==> config.mk <==
export PLATFORM = sky130hd
export DESIGN_NAME = fp_multiplier_seq
export DESIGN_NICKNAME = d
export VERILOG_FILES = /design/src/rtl/fp_multiplier_seq.sv
export SDC_FILE = /design/constraint.sdc
export NUM_CORES = 1
export LEC_CHECK = 0
export BUFFER_PORTS_ARGS = -buffer_cell sky130_fd_sc_hd__buf_2
export CAP_MARGIN = 5
export CORE_MARGIN = 8
export CORE_UTILIZATION = 60
export CTS_CLUSTER_DIAMETER = 40
export DETAILED_ROUTE_END_ITERATION = 6
export PLACE_DENSITY = 0.88
export SLEW_MARGIN = 10
export SYNTH_ARGS = -nofsm -noshare
export SYNTH_HDL_FRONTEND = slang
export SYNTH_SLANG_ARGS = --single-unit
==> constraint.sdc <==
create_clock -name clk -period 5.6 [get_ports clk]
set_input_delay 0.56 -clock clk [delete_from_list [all_inputs] [get_ports clk]]
set_output_delay 0.56 -clock clk [all_outputs]
set_load 0.02 [all_outputs]
==> src/rtl/fp_multiplier_seq.sv <==
// Sequential IEEE-754 multiplier: radix-2 shift-and-add on the significands,
// truncating rounding, flush-to-zero on denormals, flag-based over/underflow.
module fp_multiplier_seq #(
    parameter int n = 32,
    parameter int m = 8
) (
    input  logic         clk,
    input  logic         rst,
    input  logic         start,
    input  logic [n-1:0] a,
    input  logic [n-1:0] b,
    output logic         busy,
    output logic         done,
    output logic [n-1:0] out,
    output logic         ovf,
    output logic         unf
);

    localparam int F  = n - m - 1;
    localparam int W  = 2 * F + 2;
    localparam int E  = m + 2;
    localparam int CW = $clog2(F + 1);

    localparam logic signed [E-1:0] BIAS = E'((1 << (m - 1)) - 1);
    localparam logic signed [E-1:0] EMAX = E'((1 << m) - 1);

    typedef enum logic [1:0] {
        IDLE,
        MUL,
        NORM
    } state_t;

    state_t state, state_nx;

    logic [n-1:0]  ra, rb;
    logic [W-1:0]  prod, mcand;
    logic [F:0]    mplier;
    logic [CW-1:0] cnt;

    // operands on the input pins, used to pick the MUL or NORM path
    logic [m-1:0] ea_in, eb_in;
    logic         spec_in;

    assign ea_in   = a[n-2:F];
    assign eb_in   = b[n-2:F];
    assign spec_in = (ea_in == '0) || (&ea_in) ||
                     (eb_in == '0) || (&eb_in);

    // captured operand classification
    logic [m-1:0] ea, eb;
    logic [F-1:0] fa, fb;
    logic         sgn;
    logic         a_zero, a_inf, a_nan;
    logic         b_zero, b_inf, b_nan;

    assign ea  = ra[n-2:F];
    assign eb  = rb[n-2:F];
    assign fa  = ra[F-1:0];
    assign fb  = rb[F-1:0];
    assign sgn = ra[n-1] ^ rb[n-1];

    assign a_zero = (ea == '0);
    assign b_zero = (eb == '0);
    assign a_inf  = (&ea) && (fa == '0);
    assign b_inf  = (&eb) && (fb == '0);
    assign a_nan  = (&ea) && (fa != '0);
    assign b_nan  = (&eb) && (fb != '0);

    // only the top F+2 product bits feed the truncated result
    logic unused_bits;
    assign unused_bits = ^prod[F-1:0];

    // result formed while in NORM
    logic                 msb;
    logic signed [E-1:0]  esum, efin;
    logic [F-1:0]         frac_n;
    logic [n-1:0]         res;
    logic                 res_ovf, res_unf;

    // normalize, check exponent range, then apply special-operand priority
    always_comb begin
        msb     = prod[W-1];
        esum    = signed'({2'b00, ea}) + signed'({2'b00, eb}) - BIAS;
        efin    = esum + signed'({{(E-1){1'b0}}, msb});
        frac_n  = msb ? prod[2*F:F+1] : prod[2*F-1:F];
        res     = {sgn, efin[m-1:0], frac_n};
        res_ovf = 1'b0;
        res_unf = 1'b0;
        if (a_nan || b_nan || (a_inf && b_zero) || (a_zero && b_inf)) begin
            res = {1'b0, {m{1'b1}}, 1'b1, {(F-1){1'b0}}};
        end else if (a_inf || b_inf) begin
            res = {sgn, {m{1'b1}}, {F{1'b0}}};
        end else if (a_zero || b_zero) begin
            res = {sgn, {(n-1){1'b0}}};
        end else if (efin >= EMAX) begin
            res     = {sgn, {m{1'b1}}, {F{1'b0}}};
            res_ovf = 1'b1;
        end else if (efin[E-1] || (efin == '0)) begin
            res     = {sgn, {(n-1){1'b0}}};
            res_unf = 1'b1;
        end
    end

    // state register
    always_ff @(posedge clk) begin
        if (rst) state <= IDLE;
        else     state <= state_nx;
    end

    // next-state logic
    always_comb begin
        state_nx = state;
        unique case (state)
            IDLE: if (start) state_nx = spec_in ? NORM : MUL;
            MUL:  if (cnt == CW'(F)) state_nx = NORM;
            NORM: state_nx = IDLE;
            default: state_nx = IDLE;
        endcase
    end

    // busy is a pure function of state
    always_comb begin
        busy = (state != IDLE);
    end

    // operand capture, shift-and-add datapath and result registers
    always_ff @(posedge clk) begin
        if (rst) begin
            ra     <= '0;
            rb     <= '0;
            prod   <= '0;
            mcand  <= '0;
            mplier <= '0;
            cnt    <= '0;
            out    <= '0;
            ovf    <= 1'b0;
            unf    <= 1'b0;
            done   <= 1'b0;
        end else begin
            done <= 1'b0;
            unique case (state)
                IDLE: begin
                    if (start) begin
                        ra     <= a;
                        rb     <= b;
                        prod   <= '0;
                        cnt    <= '0;
                        mcand  <= {{(F+1){1'b0}}, 1'b1, a[F-1:0]};
                        mplier <= {1'b1, b[F-1:0]};
                    end
                end
                MUL: begin
                    if (mplier[0]) prod <= prod + mcand;
                    mcand  <= mcand << 1;
                    mplier <= mplier >> 1;
                    cnt    <= cnt + 1'b1;
                end
                NORM: begin
                    out  <= res;
                    ovf  <= res_ovf;
                    unf  <= res_unf;
                    done <= 1'b1;
                end
                default: ;
            endcase
        end
    end

endmodule

==> impl_results.md <==
- H-tree levels: 1
- Initial DRC Count: 708
- Crit path kind: register to register
- Post-CTS resize count: 0
- Vias in the first global route: 9829
- Top post-synthesis cells by count: 336 x nand2_1, 226 x dfxtp_1, 145 x a21oi_1
- Final WL: 27700 um
- Skew final: approximately 11 ps
- Logic pwr share: a little over a tenth
- R2R Path Start: ra[23]
- Antenna Cells: 0
- Ports: 103
- Max Cap Viol: 0
- Register share of total power: 43.3%
- Die span in x: 154 um
- Crit. path cell count: 14
- Hold depth: 3
- Final core occ: 69.3%
- CTS clock-pin slew for the worst setup and hold paths: 60 ps
- Setup_tns: 0 ps
- Sw power: 0.00110 W
- Fin cells: 1728
- Crit path DAT: 4250 ps
- Worst Reg-to-Reg Cells: 14
- Gate count of the mapped netlist: 1413
- Vias/cell: slightly above 6
- Switching part of the total: 27.6%
- Die ar.: around 24000 um^2
- Total power: 0.00399 W
- Final setup vio count: 0
- Worst Path Buf+Inv: 2
- TritonRoute pass-1 iters: 5
- Area leader, netlist: dfxtp_1
- GRT Total Usage: between 20% and 30%
- Worst-path maximum fanout: 22
- Synthesized flop and latch total: 226
- Post-synth top area share: 39.8%
- Type of destination of the critical path: register
- Root buffer cell: clkbuf_16
- Final period util: 67.6%
- R2R Path End: out[10]
- Worst setup SP type: register
- Cell Area, Synth: about 11000 um^2
- Critical Path Max Stage Delay: 690 ps
- Nets@finish: 1607
- Max Slew Vio Count: 0
- Hold/Removal Path Class: input port to register
- Critical Path Slowest Stage Cell: or4b_4
- R2R Setup Slk: around 1800 ps
- Leakage: 5.29 nW
- RSZ-0062 raised after global routing: false
- Antenna violations before repair: 0
- Worst Hold Margin: ~270 ps
- Syn_nets: around 1500
- Hpwl dp: around 19000 um
- Die H: 154 um
- Pwr per Cell Area: slightly above 300 nW/um^2
- # rows: 50
- Post-synth EDFFs: 0
- Asr flop ratio synth: 0%
- Status: complete, no violations
- Pint: 0.00289 W
- First-pass GRT wire length: 45900 um
- Period minus WS final: 3780 ps
- Core region area: 18600 um^2
- Sequential-to-total area share from yosys stat: 39.8%
- Slew headroom: 22.0%
- Synth-to-Final Area Change: 13.8%
- Layout cells sized above 1: 13.9%
- Crit-path cells: inv_1 -> ha_1 -> inv_1 -> ha_1 -> fa_1 -> a21o_1 -> a21oi_2 -> o21bai_1 -> a2111oi_2 -> nor2b_1 -> xnor2_2 -> a31oi_2 -> or4b_4 -> o21ai_2
- Most common cell in the netlist: nand2_1
- Total grt overflow: 0
- Critical Path RT: 6070 ps
- Initial Utilization: 60.9%
- GPL Wtd Cong: 0.949
- Top post-synthesis cells by area: dfxtp_1 40%, nand2_1 11%, ha_1 7.0%
- Cts bufs inserted: 29
- DRC violations left: 0
- Distinct cells, synth: 68
- Max VDD drop: 0.250 mV
- Setup crit end: out[10]
- Routed length per instance: ~16 um
- Slew @ Worst Pin: 1170 ps
- Fmax: 0.264 GHz
- Largest net degree at the start of global routing: 92
- Vias: 10431
- CP delay by family, top: compound AO/OA/AOI/OAI gates
- Clock Tree Buf Depth: 3
- Main flop type after synthesis: dfxtp_1
- Post-Syn Area per Cell: 8.04 um^2
- Hold-fix buffer count after cts: 0
- Power share of the clock group: 45.9%
- Dpl cells: between 1500 and 2000
- Yosys synthesis warning count: 0
- Clk Latency, worst-skew pair: 540 ps
- Endpoints failing hold: 0
- Worst setup startpoint: ra[23]
- Antenna Nets Post-Route: 0
- CTS tree: yes
- Buffers inserted by post-CTS timing repair: 0
- Clk sinks: 226
- Port Buffers: 102
## power groups by stage
stage               Combinational [W]  Clock (W)  Sequential, W
global route                 0.000479    0.00192        0.00174
global placement             0.000409          0        0.00176
floorplan                    0.000299          0        0.00176
detailed placement           0.000423          0        0.00176
CTS                          0.000428    0.00186        0.00173
finish                       0.000431    0.00183        0.00173
## sequential cells by signal, indices dropped and copies added, names as in the netlist, 2 cells and up
register and flops:
out 32, state 2, cnt 5, rb 32
ra 32, mplier 24, mcand 48, prod 48
## routing by layer
metal	vias up	GRT usage (%)	wire length [um]
met5	-	0	0
met4	0	8.26	744
met3	71	4.57	1990
met2	367	37.7	13000
met1	4836	28.0	12000
li1	5157	-	-
## worst register-to-register path, cell delays in order, from the launching register on
cell	delay [ps]
dfxtp_1	380
inv_1	60
ha_1	280
inv_1	40
ha_1	200
fa_1	400
a21o_1	210
a21oi_2	170
o21bai_1	120
a2111oi_2	410
nor2b_1	130
xnor2_2	170
a31oi_2	260
or4b_4	690
o21ai_2	220
## area by class of cell
cell class | instances | area (um^2)
repair buffers | 110 | 573
fillers | 1446 | 5720
multi-input cells | 1085 | 6470
clock inverters | 18 | 199
well taps | 234 | 293
clock buffers | 33 | 781
flip-flops and latches | 226 | 4520
inverters | 22 | 82.6
## stage by stage
| stage | cell area (um^2) | worst slack (ps) |
|---|---|---|
| finish | 12900 | 1820 |
| global route | 12900 | 1600 |
| CTS | 12900 | 1830 |
| detailed placement | 11900 | 1840 |
| global placement | 11900 | 2020 |
| floorplan | 11400 | 1430 |
## cell usage in the layout, fill, tap and decap left out, types with 6 or more instances in the layout
cell type	n
a31oi_1	55
mux2i_1	28
dfxtp_1	226
a211oi_1	6
a21oi_1	145
and3_1	8
buf_2	101
xnor2_1	23
ha_1	64
o21ai_1	19
nor2b_1	6
o21ai_2	20
nor4_1	21
nor3_1	14
a22oi_1	28
nand3_1	40
xor2_1	23
a21o_1	27
o21ai_0	46
inv_1	22
nand2_1	336
clkbuf_16	29
nand2b_1	6
nand4_1	18
buf_4	9
nor2_1	70
## worst min-delay path by stage
| stage | end | start | slack, ps |
|---|---|---|---|
| after floorplan | prod[22] | prod[22] | 430 |
| after global placement | out[19] | out[19] | 430 |
| after detailed placement | out[7] | out[7] | 440 |
| after CTS | rb[31] | b[31] | 250 |
| after global routing | ra[31] | a[31] | 290 |
| final | ra[31] | a[31] | 270 |
## logic make-up (layout without fill, tap and decap cells)
group	after synthesis	in the layout	share of synthesized area [%]
compound gates	393	393	21.8
xor+xnor	48	48	3.83
fa+ha+maj	66	66	7.40
buf+inv	102	183	3.52
flops	226	226	39.8
mux	28	28	2.47
simple gates	550	550	21.1
No activity file was read; power rests on OpenSTA's default activity.
